==> src/rtl/id_ex_pipe_reg.sv <==
// rtl/id_ex_pipe_reg.sv - ID/EX pipeline register with load-use and load-branch hazard detection
// Optional bubble/flush performance counters are enabled by defining ID_EX_PERF_CNT_EN.
`ifndef REG_ADDR_WIDTH
`define REG_ADDR_WIDTH 5
`endif

module id_ex_pipe_reg #(
    parameter int XLEN           = 32,
    parameter int REG_ADDR_WIDTH = `REG_ADDR_WIDTH
) (
    input  logic                      clk,
    input  logic                      rst_n,
    input  logic [XLEN-1:0]           ID_pc,
    input  logic [XLEN-1:0]           ID_rs1_data,
    input  logic [XLEN-1:0]           ID_rs2_data,
    input  logic [XLEN-1:0]           ID_imm,
    input  logic [REG_ADDR_WIDTH-1:0] ID_rs1,
    input  logic [REG_ADDR_WIDTH-1:0] ID_rs2,
    input  logic [REG_ADDR_WIDTH-1:0] ID_rd,
    input  logic                      ID_uses_rs1,
    input  logic                      ID_uses_rs2,
    input  logic                      ID_is_branch,
    input  logic                      ID_valid,
    input  logic                      ID_reg_wr_en,
    input  logic                      ID_mem_rd_en,
    input  logic                      ID_mem_wr_en,
    input  logic                      ID_mem_to_reg,
    input  logic                      ID_alu_src,
    input  logic [3:0]                ID_alu_op,
    input  logic                      EX_MEM_mem_rd_en,
    input  logic [REG_ADDR_WIDTH-1:0] EX_MEM_rd,
    input  logic                      ex_hold,
    input  logic                      flush,
    output logic                      hazard_stall,
    output logic [XLEN-1:0]           ID_EX_pc,
    output logic [XLEN-1:0]           ID_EX_rs1_data,
    output logic [XLEN-1:0]           ID_EX_rs2_data,
    output logic [XLEN-1:0]           ID_EX_imm,
    output logic [REG_ADDR_WIDTH-1:0] ID_EX_rs1,
    output logic [REG_ADDR_WIDTH-1:0] ID_EX_rs2,
    output logic [REG_ADDR_WIDTH-1:0] ID_EX_rd,
    output logic                      ID_EX_valid,
    output logic                      ID_EX_reg_wr_en,
    output logic                      ID_EX_mem_rd_en,
    output logic                      ID_EX_mem_wr_en,
    output logic                      ID_EX_mem_to_reg,
    output logic                      ID_EX_alu_src,
    output logic [3:0]                ID_EX_alu_op,
    output logic [31:0]               bubble_cnt,
    output logic [31:0]               flush_cnt
);

    localparam int W = 4*XLEN + 3*REG_ADDR_WIDTH + 10;

    logic [W-1:0] w_id;
    logic [W-1:0] r_id_ex;
    logic         w_lu;
    logic         w_lb;

    // A bubble is simply the all-zero image of this flat register
    assign w_id = {ID_pc, ID_rs1_data, ID_rs2_data, ID_imm,
                   ID_rs1, ID_rs2, ID_rd,
                   ID_valid, ID_reg_wr_en, ID_mem_rd_en, ID_mem_wr_en,
                   ID_mem_to_reg, ID_alu_src, ID_alu_op};

    assign {ID_EX_pc, ID_EX_rs1_data, ID_EX_rs2_data, ID_EX_imm,
            ID_EX_rs1, ID_EX_rs2, ID_EX_rd,
            ID_EX_valid, ID_EX_reg_wr_en, ID_EX_mem_rd_en, ID_EX_mem_wr_en,
            ID_EX_mem_to_reg, ID_EX_alu_src, ID_EX_alu_op} = r_id_ex;

    assign w_lu = ID_valid & ID_EX_valid & ID_EX_mem_rd_en & (ID_EX_rd != '0) &
                  ((ID_uses_rs1 & (ID_rs1 == ID_EX_rd)) |
                   (ID_uses_rs2 & (ID_rs2 == ID_EX_rd)));

    // Branches compare in ID, so load data still sitting in EX/MEM cannot reach them
    assign w_lb = ID_valid & ID_is_branch & EX_MEM_mem_rd_en & (EX_MEM_rd != '0) &
                  ((ID_uses_rs1 & (ID_rs1 == EX_MEM_rd)) |
                   (ID_uses_rs2 & (ID_rs2 == EX_MEM_rd)));

    assign hazard_stall = (w_lu | w_lb) & ~flush;

    always_ff @(posedge clk) begin
        if (!rst_n) begin
            r_id_ex <= '0;
        end else if (flush) begin
            r_id_ex <= '0;
        end else if (!ex_hold) begin
            r_id_ex <= hazard_stall ? '0 : w_id;
        end
    end

`ifdef ID_EX_PERF_CNT_EN
    logic [31:0] r_bubble_cnt;
    logic [31:0] r_flush_cnt;

    always_ff @(posedge clk) begin
        if (!rst_n) begin
            r_bubble_cnt <= '0;
            r_flush_cnt  <= '0;
        end else begin
            if (flush && (r_flush_cnt != 32'hFFFF_FFFF)) begin
                r_flush_cnt <= r_flush_cnt + 32'd1;
            end
            if (!flush && !ex_hold && hazard_stall && (r_bubble_cnt != 32'hFFFF_FFFF)) begin
                r_bubble_cnt <= r_bubble_cnt + 32'd1;
            end
        end
    end

    assign bubble_cnt = r_bubble_cnt;
    assign flush_cnt  = r_flush_cnt;
`else
    assign bubble_cnt = 32'd0;
    assign flush_cnt  = 32'd0;
`endif

endmodule

==> config.mk <==
export PLATFORM = sky130hd
export DESIGN_NAME = id_ex_pipe_reg
export DESIGN_NICKNAME = d
export VERILOG_FILES = /design/src/rtl/id_ex_pipe_reg.sv
export SDC_FILE = /design/constraint.sdc
export NUM_CORES = 1
export LEC_CHECK = 0
export ABC_CLOCK_PERIOD_IN_PS = 4650
export CORE_AREA = 2 2 149 151
export DETAILED_ROUTE_END_ITERATION = 6
export DIE_AREA = 0 0 151 153
export GPL_TIMING_DRIVEN = 0
export PLACE_DENSITY = 0.7
export REMOVE_ABC_BUFFERS = 1
export SLEW_MARGIN = 10
export SYNTH_ARGS = -nofsm -noshare
export SYNTH_HDL_FRONTEND = slang
export SYNTH_SLANG_ARGS = --single-unit
==> constraint.sdc <==
create_clock -name clk -period 4.65 [get_ports clk]
set_input_delay 0.93 -clock clk [delete_from_list [all_inputs] [get_ports clk]]
set_output_delay 0.93 -clock clk [all_outputs]
set_load 0.005 [all_outputs]
### After elaboration in Yosys (flattened, before gate mapping)

Cells that the tools add are included.

| storage, ports and cells | value |
|---|---|
| flip-flop bits (word level) | 153 |
| bits of input ports | 166 |
| output and inout port bits | 218 |

| operators by class | value |
|---|---|
| equality and inequality tests | 4 |
| mux-type cells | 1 |
| bitwise gates (word level) | 18 |
| reduce and logical (&&, ||, !) cells | 3 |

Operators by type and width:

| operator | number |
|---|---|
| $mux 153 | 1 |
| $eq 5x5->1 | 4 |
| $and 1x1->1 | 13 |
| $reduce_bool 5->1 | 2 |
| $or 1x1->1 | 3 |
| $not 1->1 | 2 |
| $reduce_or 2->1 | 1 |

### Logic depth before layout (Yosys ltp)

Gate-level depths: netlist (run 1).

| logic depth | value |
|---|---|
| word-level depth | 7 |
| gate-level depth with buffers | 7 |
| depth with buffers taken out | 5 |

### Worst setup path after synthesis (run 1)

OpenSTA, ideal clock, no wires.

| path | value |
|---|---|
| path type | input port to output port |
| start | input EX_MEM_rd[0] |
| end | output hazard_stall |
| arrival | 1862 ps |
| slack | 1858 ps |
| stages | 4 |
| cells stage by stage | or3_1 > o311a_1 > a22oi_1 > nor2b_1 |

| on the way | value |
|---|---|
| cells in the longest elaborated chain, start to end | 6 |

Ends and longest elaborated chain:

| what | RTL line | source |
|---|---|---|
| start: declaration | 31 | `input logic [REG_ADDR_WIDTH-1:0] EX_MEM_rd,` |
| $eq 5x5->1 (on tied branches) | 77, 78 |  |
| $and 1x1->1 (on tied branches) | 77, 78 |  |
| $or 1x1->1 | 77 | `((ID_uses_rs1 & (ID_rs1 == EX_MEM_rd)) \|` |
| $and 1x1->1 (*) | 76 | `assign w_lb = ID_valid & ID_is_branch & EX_MEM_mem_rd_en & (EX_MEM_rd != '0) &` |
| $or 1x1->1 (*) | 80 | `assign hazard_stall = (w_lu \| w_lb) & ~flush;` |
| $and 1x1->1 (*) | 80 |  |
| end: declaration | 34 | `output logic hazard_stall,` |

Mark *: on every way between the ends. The rest lies on a longest branch, timed or not.

### Final worst setup path (run 1)

Ends and elaborated chain as after synthesis.

==> impl_summary.md, run 1 <==
Synthesis
The synthesized design contains 0 enable-type register cells. Of the total synthesized cell area, the portion taken by full adders, half adders and majority gates is 0. The most repeated cell in the gate-level netlist after synthesis is sky130_fd_sc_hd__nand2_1.

Of the total synthesized cell area, the portion taken by XOR and XNOR cells is 0.02486. Of the post-synthesis cell area, the dominant cell type holds 0.4347. The complex-gate fraction of the synthesized area is 0.1593. Among all flip-flop cells after synthesis, the most frequent one is sky130_fd_sc_hd__dfxtp_1. The synthesized netlist contains 21 unique library cells. The gate count after technology mapping is just under 800. Measured against the total synthesized area, the mux share comes to 0. The combinational family with the most area after synthesis is simple AND/OR/NAND/NOR gates. The synthesized design contains between 150 and 200 register bits. The async set-or-reset flop fraction in the synthesized netlist is 0. In the post-synthesis netlist, the biggest area contributors are sky130_fd_sc_hd__dfxtp_1, sky130_fd_sc_hd__nand3b_1, sky130_fd_sc_hd__o21ai_2. Of the total synthesized cell area, the portion taken by AND, OR, NAND and NOR gates is 0.2560. The part of the Yosys area used for sequential elements is 0.4347.

The number of warning messages in the yosys log is 0. After synthesis, the most frequently instantiated cells are sky130_fd_sc_hd__nand2_1, sky130_fd_sc_hd__dfxtp_1, sky130_fd_sc_hd__nand3b_1, sky130_fd_sc_hd__o21ai_2, sky130_fd_sc_hd__o21ai_0. The top cell type by total area after synthesis is sky130_fd_sc_hd__dfxtp_1. The area of the mapped netlist is a little over 7000 µm².

The synthesized area per cell is 8.988 µm².

Routing
After the first detailed-routing iteration, the DRC count stood at 242. Dividing the detail-routed wire length by the instance count gives ~15 µm. The ratio of routed vias to standard cells is between 4 and 5. The routed via count is ~6300. The final routed DRC violation total is 0. The detailed-router iteration count before antenna repair is 4. The final routed wirelength across all metal layers is about 20 mm.

The detail route stage leaves a number of antenna-violating nets equal to 0.

Timing
The number of max-slew violations in the final report was 0. The upper clock frequency limit is about 260 MHz. In the final timing run, aggregate negative setup slack is 0 ns. For the final database, setup skew stands at between 0.01 and 0.015 ns.

The relative slew slack is 0.5622. Setup violations remaining at the end of the flow were counted as 0. Counting I/O delays and the setup requirement, the final critical path takes approximately 3.8 ns.

Of the available clock period, the critical path in the final layout requires 0.8226. The slew at the pin with the worst max-slew slack is 0.6567 ns. The final number of hold-violating endpoints is 0. Setup repair after global routing left no endpoint under its margin.

Placed design
The number of placed instances, taps included, is 1325. The congestion estimate from routability-driven global placement came to 0.7508. The placed wire-length estimate after detailed placement is 14.21 mm.

The number of input and output port buffers inserted is 319.

Clock tree
The total number of clock tree sinks is ~150. The post-cts sizing count is 0. The maximum root-to-sink buffer count is 2. The deepest level of the CTS H-tree is 4. The clock transition at the registers of the reported paths is about 0.06 ns. The CTS tree is done.

For the worst-skew pair, the clock arrives at the later sink with an insertion delay of 0.41 ns. The master cell of the clock root buffer is sky130_fd_sc_hd__clkbuf_16. In this run, post-CTS hold repair placed 0 buffers.

The number of clock buffers added by TritonCTS is 17. Post-CTS timing repair inserted 0 buffers for setup.

Global routing
The initial antenna violation count was 0. The via count of the first global-routing pass is ~5900. For this run, the total global-route usage over all layers was measured as 0.1721. The global-route congestion overflow total is 0. The wire length of the first global-routing pass is roughly 32 mm. The maximum number of pins on one net before global-route repair is 95.

Power
The power density of the placed cells is roughly 290 nW/µm². The worst-case IR drop observed on VDD is around 0.00021 V. The analysis attributes to cell leakage a power of 3.798 nW.

Layout
The layout has a little over 2000 filler cells. In the final layout, the registers with the most flip-flops are r_id_ex: 153 flops. The area occupied by multi-input gates is approximately 3400 µm².

The total inserted antenna cells is 0. The most flop-heavy register is r_id_ex. After the last flow step, the layout net total stands at between 1000 and 1500. Registers take 3063 µm². For this run, the share of the core covered by cells in the final layout is 0.5029. The area overhead of the layout relative to synthesis is 53.32%. Of the cells placed in the final design, the portion with a size suffix greater than 1 is 0.1142. The finished layout holds 1357 standard cells, fillers aside. The register with the most flip-flops in the layout has ~150 of them.

Floorplanning
In this run the standard cell core region covers ~21000 µm². The floorplan step set the die width to between 150 and 200 µm. The count of standard-cell rows is 54. The number of top-level pins is 384. The initial utilization of the core area, before any placement, comes to 0.3280. From bottom edge to top edge, the die measures approximately 150 µm. The total die area is between 20000 and 25000 µm².

Critical path
The critical path class is in2out. The largest fanout on the critical path is 3. The worst setup path is launched from an input port. The kind of end point of the critical path is a primary output. The arrival time of data at the critical path endpoint is ~2.9 ns.

The required time of the worst setup path is 3.72 ns.

Worst hold path
The worst hold path belongs to the class reg2reg.

Outcome
The flow ran to the end, and the final reports show no timing, DRC or antenna violations.

Flow run
The reported max-cap violation count is 0.
[metal layers]
metal	share of wire	global-route usage	vias up	wire (µm)
met4	0.013	0.04762	0	261
met5	0	0	-	0
met2	0.49	0.2933	244	10100
li1	-	-	3097	-
met1	0.40	0.1995	2910	8236
met3	0.097	0.06776	15	2000
[worst paths after layout]
kind,from,endpoint,slack (ns),cells past startpoint
worst max-delay path,EX_MEM_rd[0],hazard_stall,0.83,6
worst min-delay path,r_id_ex[66],r_id_ex[66],0.45,2
worst max register to register,r_id_ex[14],r_id_ex[149],2.25,6
worst min register to register,r_id_ex[66],r_id_ex[66],0.45,2
[power by group]
part           internal (mW)  total (mW)  switching [mW]
registers               1.35        1.38          0.0227
logic                  0.265       0.421           0.155
clock network          0.799        1.38           0.579
total                   2.42        3.18           0.757
[cell families (layout without fill, tap and decap cells)]
logic type,count (synthesis),in the layout
simple gates,320,320
compound gates,159,159
flops,153,153
buf+inv,131,361
xor+xnor,20,20
other cells,1,64
[critical path, stage by stage]
cell and delay [ns]:
sky130_fd_sc_hd__clkdlybuf4s50_1 0.49, sky130_fd_sc_hd__or3_1 0.41, sky130_fd_sc_hd__o311a_1 0.31, sky130_fd_sc_hd__a22oi_1 0.23, sky130_fd_sc_hd__nor2b_1 0.08, sky130_fd_sc_hd__clkdlybuf4s50_1 0.44
[layout make-up]
type | instances | share of cell area
tap | 280 | 0.03243
sequential | 153 | 0.2835
clock inverter | 12 | 0.01309
multi-input combinational | 563 | 0.3112
clock buffer | 20 | 0.04042
timing repair buffer | 329 | 0.3194
[layout by cell type, fill, tap and decap left out, types with 2 or more instances in the layout]
master / netlist / routed
sky130_fd_sc_hd__buf_12: 9 / 2
sky130_fd_sc_hd__buf_16: 0 / 8
sky130_fd_sc_hd__bufinv_16: 0 / 2
sky130_fd_sc_hd__clkbuf_1: 58 / 3
sky130_fd_sc_hd__clkbuf_16: 0 / 17
sky130_fd_sc_hd__clkdlybuf4s50_1: 0 / 318
sky130_fd_sc_hd__clkinvlp_4: 0 / 5
sky130_fd_sc_hd__conb_1: 1 / 64
sky130_fd_sc_hd__dfxtp_1: 153 / 153
sky130_fd_sc_hd__inv_6: 0 / 4
sky130_fd_sc_hd__nand2_1: 156 / 156
sky130_fd_sc_hd__nand3b_1: 152 / 152
sky130_fd_sc_hd__nand4_1: 4 / 4
sky130_fd_sc_hd__nor2b_1: 3 / 2
sky130_fd_sc_hd__o21ai_0: 72 / 72
sky130_fd_sc_hd__o21ai_2: 80 / 80
sky130_fd_sc_hd__o22ai_1: 2 / 2
sky130_fd_sc_hd__o311a_1: 2 / 2
sky130_fd_sc_hd__or3_1: 2 / 2
sky130_fd_sc_hd__xnor2_1: 20 / 20
[per-stage QoR]
stage | hold slack (ns) | total power [mW] | worst slack (ns) | cell area [µm²]
3_3_place_gp | 0.4333 | 1.819 | -10.58 | 9948
6_report | 0.4497 | 3.176 | 0.8250 | 10800
4_1_cts | 0.4548 | 3.229 | 0.8196 | 10800
3_5_place_dp | 0.4398 | 1.830 | 0.8238 | 10230
2_1_floorplan | 0.4487 | 1.531 | -4.529 | 6405
5_1_grt | 0.4690 | 3.320 | 0.7682 | 10800
Note: power is estimated with default switching activity, not from simulation.
==> run 2, diff against run 1 <==
--- a/config.mk
+++ b/config.mk
@@ -5,12 +5,12 @@
 export SDC_FILE = /design/constraint.sdc
 export NUM_CORES = 1
 export LEC_CHECK = 0
-export ABC_CLOCK_PERIOD_IN_PS = 4650
-export CORE_AREA = 2 2 149 151
+export ABC_CLOCK_PERIOD_IN_PS = 3840
+export CORE_AREA = 2 2 150 152
 export DETAILED_ROUTE_END_ITERATION = 6
-export DIE_AREA = 0 0 151 153
+export DIE_AREA = 0 0 152 154
 export GPL_TIMING_DRIVEN = 0
-export PLACE_DENSITY = 0.7
+export PLACE_DENSITY = 0.69
 export REMOVE_ABC_BUFFERS = 1
 export SLEW_MARGIN = 10
 export SYNTH_ARGS = -nofsm -noshare
==> constraint.sdc (replaced) <==
create_clock -name clk -period 3.84 [get_ports clk]
set_input_delay 0.768 -clock clk [delete_from_list [all_inputs] [get_ports clk]]
set_output_delay 0.768 -clock clk [all_outputs]
set_load 0.005 [all_outputs]
==> impl_summary.md, run 2 (synthesis results as in run 1) <==
Timing
Setup repair after global routing left no endpoint under its margin. The final number of hold-violating endpoints came to 0. The clock skew after layout is about 0.010 ns.

The portion of the clock cycle consumed by the worst path in the final layout is 0.9238. Subtracting the final worst setup slack from the clock period gives ~3.5 ns. Setup violations remaining at the end of the flow were counted as 0.

Based on the critical path, the design can be clocked at up to around 280 MHz. The number of max-slew violations in the final report is 0. The relative slew slack is 0.5528. For the pin with the worst max-slew slack, the measured transition is approximately 0.67 ns.

Floorplanning
The floorplan step defined a die boundary enclosing around 23000 µm². The vertical extent of the die is 154 µm. The horizontal die dimension is between 150 and 200 µm.

For this configuration, the core starts out at a cell density of 0.3249. After floorplanning, the core was sized to cover about 22000 µm². In this run the core area contains 54 standard-cell rows.

around 380 I/O pins were placed.

Power
The cell leakage power is 3.817 nW. IR analysis of the VDD net gives a maximum drop of between 0.0002 and 0.0003 V. The power density of the placed cells is around 360 nW/µm².

Placed design
The placed wire-length estimate after detailed placement is about 15 mm. Summing all placed instances gives a cell area of around 10000 µm². The congestion estimate from routability-driven global placement came to roughly 0.77.

The number of placed instances, taps included, is approximately 1300. Port buffering added about 320 buffers.

Clock tree
The post-CTS setup-driven buffer insertion count is 0. For this design, the sink count on the clock tree is 153. The clock transition at the registers of the reported paths is 0.06 ns. The insertion delay to the later sink of the worst-skew pair is 0.42 ns. In this run, post-CTS repair resized a total of 0 instances. The master cell of the clock root buffer is sky130_fd_sc_hd__clkbuf_16.

The number of CTS-inserted buffers is 17. The CTS tree is done. CTS built an H-tree with a depth of 4. The maximum root-to-sink buffer count is 2. The number of hold buffers added after cts is 0.

Layout
The ratio of cells with drive above 1 in the final layout is 0.1162. The final instance area is 10820 µm². The top cell types in the final layout, fill and taps aside, are sky130_fd_sc_hd__clkdlybuf4s50_1, sky130_fd_sc_hd__nand2_1, sky130_fd_sc_hd__dfxtp_1, sky130_fd_sc_hd__nand3b_1, sky130_fd_sc_hd__o21ai_2. Once layout is complete, the utilization of the core stands at 0.4990. The library cell used most frequently in the layout, excluding fill and tap cells, is sky130_fd_sc_hd__clkdlybuf4s50_1. The most flop-heavy register is r_id_ex. From synthesis to final layout, the design area changed by 53.59%. The largest registers in the layout are r_id_ex: 153 flops. In the final design database the tool counted ~1200 nets. The total inserted antenna cells is 0.

For this run, the number of standard cells in the final layout without fillers is approximately 1400. The flip-flop count of the largest register, all copies and words added is about 150.

Outcome
The flow ran to the end, and the final reports show no timing, DRC or antenna violations.

Critical path
Traced cell by cell, the critical path runs through clkdlybuf4s50_1 -> or3_1 -> o311a_1 -> a22oi_1 -> nor2b_1 -> clkdlybuf4s50_1. The worst register-to-register path begins at r_id_ex[11]. The startpoint kind of the worst setup timing path is an input port. The worst setup path startpoint is EX_MEM_rd[0]. The worst setup path is captured at a primary output.

By startpoint and endpoint, the worst setup path is classified as in2out. The most prevalent standard cell on the critical path is sky130_fd_sc_hd__clkdlybuf4s50_1. In this design, the stage delay of the slowest critical-path cell is ~0.5 ns. The slowest library cell on the worst path is sky130_fd_sc_hd__clkdlybuf4s50_1. At the worst endpoint, the arrival time is between 2 and 3 ns. The required time of the worst setup path is around 3.1 ns. In this run the worst path has a maximum fanout of 3.

Routing
For this block, the routed nets add up to ~21 mm of wire. The count of nets left with antenna violations once routing finished came out at 0. The routed layout has 6275 vias. The detailed-router iteration count before antenna repair is 4. The detailed-route wire length per cell is 15.54 µm.

In the routed design, unresolved DRC markers number 0. The ratio of routed vias to standard cells is between 4 and 5. In this run, the number of DRC markers left after iteration 0 of detailed routing was 314.

Global routing
Global routing finished with a remaining overflow of 0. The maximum number of pins on one net before global-route repair is 89. The via count of the first global-routing pass is 5943. The initial antenna violation count is 1. The total track usage is 0.1738. The first global-routing pass estimated about 33 mm of wire.

Flow run
The reported max-cap violation count is 0.

Worst hold path
In this run the most critical hold path is launched from r_id_ex[44]. In this run the worst hold path is classified as reg2reg.
## run 2: cell count changes in the layout (fill, tap and decap cells not counted)
cell	before	now
sky130_fd_sc_hd__clkbuf_1	3	0
sky130_fd_sc_hd__clkinvlp_4	5	3
sky130_fd_sc_hd__inv_8	0	2
sky130_fd_sc_hd__clkbuf_8	0	1
sky130_fd_sc_hd__clkinv_4	1	2
## run 2: cell type report
class	instances	area, µm²
Fill cell	2094	10870
Multi-Input combinational cell	563	3362
Tap cell	280	350.3
Sequential cell	153	3063
Clock inverter	13	157.7
Timing Repair Buffer	329	3451
Clock buffer	18	439.2
## run 2: metal layers
layer	wire length (µm)	vias to the layer above	GRT usage
met5	7	-	0
met3	1507	20	0.05834
li1	-	3089	-
met1	9109	2913	0.2153
met2	10150	251	0.2894
met4	298	2	0.04762
## run 2: report_power, final
part / internal [mW] / leakage, nW / switching [mW] / total, mW
sequential: 1.64 / 1.25 / 0.0275 / 1.67
clock: 0.992 / 0.284 / 0.732 / 1.72
combinational: 0.321 / 2.29 / 0.191 / 0.512
## run 2: metrics by stage
| stage | total power, mW | worst slack (ns) | TNS (ns) | hold slack (ns) |
|---|---|---|---|---|
| after floorplan | 1.854 | -5.177 | -781.91 | 0.4487 |
| after global placement | 2.207 | -11.49 | -1740.18 | 0.4326 |
| after detailed placement | 2.218 | 0.2877 | 0 | 0.4399 |
| after CTS | 3.970 | 0.2867 | 0 | 0.4545 |
| after global routing | 4.080 | 0.2018 | 0 | 0.4726 |
| final | 3.904 | 0.2926 | 0 | 0.4511 |
## run 2: path summary, 6_finish.rpt
kind              cells past startpoint            to  slack [ns]
setup / recovery                      6  hazard_stall        0.29
hold reg to reg                       2   r_id_ex[44]        0.45
hold / removal                        2   r_id_ex[44]        0.45
setup reg to reg                      6   r_id_ex[36]        1.47
## run 2: critical path, delay by kind of cell
family | cells | cell delay [ns]
buffers and inverters | 2 | 0.95
AOI/OAI and AO/OA | 2 | 0.57
and+or+nand+nor | 2 | 0.49
